$ cat src/rtl/cpu_reg_package.sv
// Shared definitions for the CPU bus arbiter: ownership state type and the
// default timing parameters used when the arbiter is instantiated bare.
package cpu_reg_package;

    // Default halt-to-grant settle delay, in cycles.
    localparam int unsigned SETTLE_CYCLES_DEFAULT  = 2;
    // Default cap on consecutive external-ownership cycles.
    localparam int unsigned MAX_BURST_DEFAULT      = 64;
    // Default number of CPU cycles guaranteed after the external master releases.
    localparam int unsigned CPU_MIN_CYCLES_DEFAULT = 8;

    // Bus ownership phases.
    typedef enum logic [1:0] {
        CPU_OWN   = 2'd0,
        HALT_REQ  = 2'd1,
        EXT_OWN   = 2'd2,
        EXT_DRAIN = 2'd3
    } arb_state_e;

endpackage

$ cat src/rtl/cpu_bus_arbiter.sv
// CPU / external-master bus arbiter.
// The CPU owns the shared bus by default. An external request halts the CPU,
// waits SettleCycles for in-flight CPU activity to finish, then hands the bus
// to the external master until it drops its request. One drain cycle with
// writes suppressed follows, and the CPU is then protected from re-halting for
// CpuMinCycles cycles.
// Optional feature macro: ARB_BURST_LIMIT_EN -- when defined, external
// ownership is force-released after MaxBurst grant cycles.
module cpu_bus_arbiter
    import cpu_reg_package::*;
#(
    parameter int unsigned address_width = 32,
    parameter int unsigned data_width    = 32,
    parameter int unsigned SettleCycles  = SETTLE_CYCLES_DEFAULT,
    parameter int unsigned MaxBurst      = MAX_BURST_DEFAULT,
    parameter int unsigned CpuMinCycles  = CPU_MIN_CYCLES_DEFAULT
) (
    input  logic                     clk_i,
    input  logic                     reset_n_i,
    input  logic [address_width-1:0] cpu_address_i,
    input  logic [data_width-1:0]    cpu_data_i,
    input  logic                     cpu_we_i,
    input  logic [3:0]               cpu_we_ram_i,
    output logic                     cpu_halt_o,
    input  logic                     ext_req_i,
    output logic                     ext_gnt_o,
    input  logic [address_width-1:0] ext_address_i,
    input  logic [data_width-1:0]    ext_data_i,
    input  logic                     ext_we_i,
    input  logic [3:0]               ext_we_ram_i,
    input  logic                     ext_rd_i,
    output logic [data_width-1:0]    ext_rdata_o,
    output logic                     ext_rvalid_o,
    output logic [address_width-1:0] bus_address_o,
    output logic [data_width-1:0]    bus_data_o,
    output logic                     bus_we_o,
    output logic [3:0]               bus_we_ram_o,
    input  logic [data_width-1:0]    bus_rdata_i,
    output logic                     owner_o
);

    // Parameter range guards, evaluated at elaboration.
    generate
        if (SettleCycles < 1 || SettleCycles > 15) begin : g_bad_settle
            $error("cpu_bus_arbiter: SettleCycles must be 1..15");
        end
        if (MaxBurst < 1 || MaxBurst > 65535) begin : g_bad_burst
            $error("cpu_bus_arbiter: MaxBurst must be 1..65535");
        end
        if (CpuMinCycles > 255) begin : g_bad_cpumin
            $error("cpu_bus_arbiter: CpuMinCycles must be 0..255");
        end
    endgenerate

    localparam logic [3:0] SETTLE_LAST = 4'(SettleCycles - 1);
    localparam logic [7:0] CPU_MIN     = 8'(CpuMinCycles);

    arb_state_e               state_reg;
    arb_state_e               state_next;
    logic [3:0]               settle_cnt_reg;
    logic [7:0]               cool_cnt_reg;
    logic [address_width-1:0] last_cpu_addr_reg;
    logic                     rvalid_reg;
    logic [data_width-1:0]    rdata_hold_reg;
    logic                     cool_done;
    logic                     burst_done;

    // The cooldown is counted in CPU_OWN cycles: a request may be taken in the
    // cycle whose decrement brings the counter to zero, so exactly
    // CpuMinCycles CPU cycles separate a drain from the next halt.
    assign cool_done = (cool_cnt_reg <= 8'd1);

`ifdef ARB_BURST_LIMIT_EN
    localparam logic [15:0] BURST_LAST = 16'(MaxBurst - 1);
    logic [15:0] burst_cnt_reg;

    // Grant-cycle counter, restarted from 0 on every entry to EXT_OWN.
    always_ff @(posedge clk_i or negedge reset_n_i) begin
        if (!reset_n_i) begin
            burst_cnt_reg <= '0;
        end else if (state_reg != EXT_OWN) begin
            burst_cnt_reg <= '0;
        end else begin
            burst_cnt_reg <= burst_cnt_reg + 16'd1;
        end
    end

    assign burst_done = (burst_cnt_reg == BURST_LAST);
`else
    // No burst cap: ownership ends only when the external master lets go.
    assign burst_done = 1'b0;
`endif

    // Ownership sequencing.
    always_comb begin
        state_next = state_reg;
        case (state_reg)
            CPU_OWN:   if (ext_req_i && cool_done) state_next = HALT_REQ;
            HALT_REQ:  if (settle_cnt_reg == SETTLE_LAST) state_next = EXT_OWN;
            EXT_OWN:   if (!ext_req_i || burst_done) state_next = EXT_DRAIN;
            EXT_DRAIN: state_next = CPU_OWN;
            default:   state_next = CPU_OWN;
        endcase
    end

    // State register; reset drops straight back to CPU ownership.
    always_ff @(posedge clk_i or negedge reset_n_i) begin
        if (!reset_n_i) begin
            state_reg <= CPU_OWN;
        end else begin
            state_reg <= state_next;
        end
    end

    // Settle counter runs only while halting and is ready at 0 on each entry.
    always_ff @(posedge clk_i or negedge reset_n_i) begin
        if (!reset_n_i) begin
            settle_cnt_reg <= '0;
        end else if (state_reg != HALT_REQ) begin
            settle_cnt_reg <= '0;
        end else begin
            settle_cnt_reg <= settle_cnt_reg + 4'd1;
        end
    end

    // Cooldown counter: loaded when the drain hands the bus back, then
    // decremented once per CPU_OWN cycle down to 0.
    always_ff @(posedge clk_i or negedge reset_n_i) begin
        if (!reset_n_i) begin
            cool_cnt_reg <= '0;
        end else if (state_reg == EXT_DRAIN) begin
            cool_cnt_reg <= CPU_MIN;
        end else if (state_reg == CPU_OWN && cool_cnt_reg != 8'd0) begin
            cool_cnt_reg <= cool_cnt_reg - 8'd1;
        end
    end

    // Remember the CPU's final address so the bus stays put while it halts.
    always_ff @(posedge clk_i or negedge reset_n_i) begin
        if (!reset_n_i) begin
            last_cpu_addr_reg <= '0;
        end else if (state_reg == CPU_OWN) begin
            last_cpu_addr_reg <= cpu_address_i;
        end
    end

    // Bus mux and handshake outputs, decoded from the ownership state.
    always_comb begin
        bus_address_o = cpu_address_i;
        bus_data_o    = cpu_data_i;
        bus_we_o      = cpu_we_i;
        bus_we_ram_o  = cpu_we_ram_i;
        cpu_halt_o    = 1'b0;
        ext_gnt_o     = 1'b0;
        owner_o       = 1'b0;
        case (state_reg)
            HALT_REQ: begin
                bus_address_o = last_cpu_addr_reg;
                bus_we_o      = 1'b0;
                bus_we_ram_o  = 4'h0;
                cpu_halt_o    = 1'b1;
            end
            EXT_OWN: begin
                bus_address_o = ext_address_i;
                bus_data_o    = ext_data_i;
                bus_we_o      = ext_we_i;
                bus_we_ram_o  = ext_we_ram_i;
                cpu_halt_o    = 1'b1;
                ext_gnt_o     = 1'b1;
                owner_o       = 1'b1;
            end
            EXT_DRAIN: begin
                bus_address_o = ext_address_i;
                bus_data_o    = ext_data_i;
                bus_we_o      = 1'b0;
                bus_we_ram_o  = 4'h0;
                cpu_halt_o    = 1'b1;
                owner_o       = 1'b1;
            end
            default: ;
        endcase
    end

    // Read return tracking: a granted read strobe yields data the next cycle,
    // which may fall in the drain cycle.
    always_ff @(posedge clk_i or negedge reset_n_i) begin
        if (!reset_n_i) begin
            rvalid_reg <= 1'b0;
        end else begin
            rvalid_reg <= ext_gnt_o & ext_rd_i;
        end
    end

    // Hold the most recent returned word so ext_rdata_o is stable between reads.
    always_ff @(posedge clk_i or negedge reset_n_i) begin
        if (!reset_n_i) begin
            rdata_hold_reg <= '0;
        end else if (rvalid_reg) begin
            rdata_hold_reg <= bus_rdata_i;
        end
    end

    // The bus read path is already registered, so returned data is forwarded
    // straight through in the valid cycle.
    assign ext_rvalid_o = rvalid_reg;
    assign ext_rdata_o  = rvalid_reg ? bus_rdata_i : rdata_hold_reg;

endmodule

$ cat config.mk
export PLATFORM = sky130hd
export DESIGN_NAME = cpu_bus_arbiter
export DESIGN_NICKNAME = d
export VERILOG_FILES = /design/src/rtl/cpu_reg_package.sv /design/src/rtl/cpu_bus_arbiter.sv
export SDC_FILE = /design/constraint.sdc
export NUM_CORES = 1
export LEC_CHECK = 0
export ABC_AREA = 1
export CORE_ASPECT_RATIO = 0.75
export CORE_MARGIN = 2
export CORE_UTILIZATION = 33
export DETAILED_ROUTE_END_ITERATION = 8
export HOLD_SLACK_MARGIN = 0.02
export PLACE_DENSITY = 0.78
export SLEW_MARGIN = 20
export SYNTH_ARGS = -nofsm -noshare
export SYNTH_HDL_FRONTEND = slang
export SYNTH_SLANG_ARGS = --single-unit
$ cat constraint.sdc
create_clock -name clk_i -period 1.55 [get_ports clk_i]
set_input_delay 0.155 -clock clk_i [delete_from_list [all_inputs] [get_ports clk_i]]
set_output_delay 0.155 -clock clk_i [all_outputs]
set_load 0.03 [all_outputs]
==> metrics.csv <==
metric,value,unit
CP max FO,8,
setup_tns,-40.18,ns
GR Overflow Total,0,
total number of vias,5462,
Starting Density,34.24,%
slowest stage cell on the critical path,dfrtp_2,
Post-Syn Instances,511,
pwr/cell area,2634,mW/mm^2
Port Buffers,278,
WL per Instance,22.63,um
Nets,1045,
chip width,135.2,um
Period minus WS final,2.132,ns
Fillers,635,
status,finished with violations,
Synth area leader,dfrtp_1,
period utilisation layout,137.6,%
Tot Pwr,26.30,mW
Crit path largest cell delay,0.47,ns
GPL Wtd Cong,0.8312,
crit-path most repeated cell,buf_6,
Synth-to-Final Area Change,134.5,%
met1 usage,30.69,%
fin util,80.27,%
drt drc,0,
DRT Pass-1 Iters,5,
CTS Sinks,79,
die height,102.4,um
grt met2 use,43.65,%
crit path launch type,flop,
Post-Route WL,23400,um
worst-case vdd ir drop,1.340,mV
number of global-route vias before repair,5173,
leakage,4.689,nW
CP Capture Type,output pin,
CP arrival,1.98,ns
share of layout cells above drive strength 1,46.71,%
Max Fclk,469.0,MHz
root buffer cell,clkbuf_16,
crit-path leading delay family,buffers and inverters,
Die ar.,0.01384,mm^2
first-pass GRT wire length,26520,um
Critical Path RT,1.39,ns
Global Route Usage Sum,24.46,%
number of H-tree levels,3,
Relative slew margins,71.30,%
Min Hold Slack,0.2969,ns
WS Path Type,flop to output pin,
initial antenna violation count,1,
Hold Path Class,input port to asynchronous set/reset pin,
post-synth top area share,46.43,%
Worst Skew,0.005834,ns
Vias/cell,5.282,
synthesized area per cell,8.332,um^2
unrepaired setup endpoints after global routing,yes,
CP cell instances,inv_2 > ha_4 > buf_12 > buf_6 > buf_8 > nand2_1 > o311ai_4 > buf_6,
HPWL Detailed,11800,um
mapped cell area,0.004258,mm^2
syn_nets,694,
final hold viol count,0,
Core Area,0.01244,mm^2
final setup margin,-0.5821,ns
largest net degree at the start of global routing,35,
synth unique cells,27,
failing checks,setup timing,
"Buf+Inv Stages, Crit Path",5,
clock slew at the register clock pins of the worst setup and hold paths,0.07,ns
Final setup violation count,123,
layer with the highest usage,met2,
"Seq/Total Area, Yosys",46.43,%
"FF+latch count, synth",79,
post-route ant nets,0,
number of max-cap violations,0,
CTS tree,done,
DR iter-0 viols,330,
Cell Rows,35,
"top cells by area, synth","dfrtp_1 (46%), nand2_1 (20%), mux2_2 (7.9%), nand3_1 (4.0%), o211ai_1 (3.7%)",
max-slew violations,0,
Synth Warn #,0,
GR Util met3,4.663,%
worst-margin pin slew,0.4285,ns
IO Count,279,
clk buf depth,2,
CTS Buf Count,9,
worst skew pair latency,0.33,ns
## per-layer routing
metal	up-vias	wire length, um
li1	2389	-
met1	2676	8099
met5	-	0
met4	0	1238
met3	97	1755
met2	300	12300
## per-stage QoR
step                setup slack, ns  instance area (um^2)  cells
global route                -0.6575                  9983   1034
finish                      -0.5821                  9983   1034
detailed placement          -0.3061                  7755    956
global placement            -0.1837                  7755    956
floorplan                   -0.1565                  4770    511
CTS                         -0.4424                  9105   1015
## final cells by class
class	instances	area, um^2	share of cell area, %
antenna	1	2.502	0.02507
clock buffer	9	225.2	2.256
clock inverter	7	78.83	0.7896
inverter	27	162.7	1.629
multi-input combinational	377	3149	31.55
sequential	79	1979	19.83
tap	166	207.7	2.080
timing repair buffer	365	4108	41.15
timing repair inverter	3	70.07	0.7018
## synth_stat cells
| library cell | n |
|---|---|
| a21oi_1 | 3 |
| buf_2 | 12 |
| buf_4 | 4 |
| buf_6 | 5 |
| clkbuf_1 | 8 |
| dfrtp_1 | 79 |
| ha_1 | 9 |
| inv_1 | 23 |
| inv_2 | 4 |
| mux2_1 | 2 |
| mux2_2 | 30 |
| nand2_1 | 223 |
| nand2_4 | 1 |
| nand3_1 | 34 |
| nand4_1 | 6 |
| nor2_1 | 13 |
| nor2_2 | 2 |
| nor2_4 | 1 |
| nor2_8 | 1 |
| o211ai_1 | 21 |
| o21ai_0 | 13 |
| o21ai_1 | 1 |
| o21bai_1 | 1 |
| o311ai_0 | 10 |
| o311ai_1 | 1 |
| xnor2_1 | 2 |
| xor2_1 | 2 |
## where the power goes
part	switching, mW	total (mW)	internal (mW)
clock network	0.922	2.19	1.27
registers	0.490	3.54	3.05
logic	11.4	20.6	9.16
## kinds of logic after synthesis
group                    share of synthesized area (%)
flip-flops                                       46.43
AO/OA/AOI/OAI                                    8.140
XOR/XNOR                                        0.8230
buffers and inverters                            6.524
AND/OR/NAND/NOR                                  26.98
multiplexers                                     8.463
adder cells (fa/ha/maj)                          2.645
## what timing repair did
action / 4_1_cts / 5_1_grt
cloned: 10 / 6
hold endpoints to repair: 25 / 0
setup buffers: 32 / 14
gates resized for setup: 334 / 179
pin swaps: 14 / 35
hold buffers: 1 / 0
setup endpoints to repair: 114 / 116
## final timing paths
kind | slack [ns] | to | from | cells after the start
setup reg to reg | -0.26 | cool_cnt_reg[4]$_DFFE_PN0P_ | state_reg[1]$_DFFE_PN0P_ | 9
max in group asynchronous | 0.72 | ext_rvalid_o$_DFF_PN0_ | reset_n_i | 3
hold / removal | 0.30 | rdata_hold_reg[1]$_DFF_PN0_ | reset_n_i | 2
hold reg to reg | 0.47 | last_cpu_addr_reg[6]$_DFFE_PN0P_ | last_cpu_addr_reg[6]$_DFFE_PN0P_ | 2
min in group clk_i | 0.39 | last_cpu_addr_reg[2]$_DFFE_PN0P_ | cpu_address_i[2] | 3
setup / recovery | -0.58 | bus_address_o[13] | state_reg[1]$_DFFE_PN0P_ | 8
## cells in the final DEF, fill, tap and decap left out, types with 4 or more instances in the layout
cell / synthesis / final
o211ai_1: 21 / 21
o21ai_0: 13 / 6
nand2_4: 1 / 75
nand3_2: 0 / 6
buf_4: 4 / 54
buf_6: 5 / 95
nand2_8: 0 / 6
buf_8: 0 / 8
ha_1: 9 / 5
nand4_1: 6 / 6
clkdlybuf4s50_1: 0 / 172
buf_16: 0 / 8
dfrtp_1: 79 / 77
inv_6: 0 / 4
nand2_2: 0 / 37
clkbuf_16: 0 / 13
nor2_1: 13 / 12
nand3_1: 34 / 27
ha_4: 0 / 4
mux2_2: 30 / 10
mux2_4: 0 / 22
buf_12: 0 / 23
nand2_1: 223 / 107
o21ai_2: 0 / 5
inv_1: 23 / 19
o311ai_4: 0 / 11
## worst reg2reg max path, stage by stage, from the launching register on
cell and delay [ns]:
dfrtp_2 0.47, inv_2 0.13, ha_4 0.21, clkinv_8 0.12, buf_6 0.14, buf_8 0.13, nor2_4 0.14, buf_12 0.15
nand4_1 0.13, nand2_1 0.13
Power figures use the tool's default switching activity.
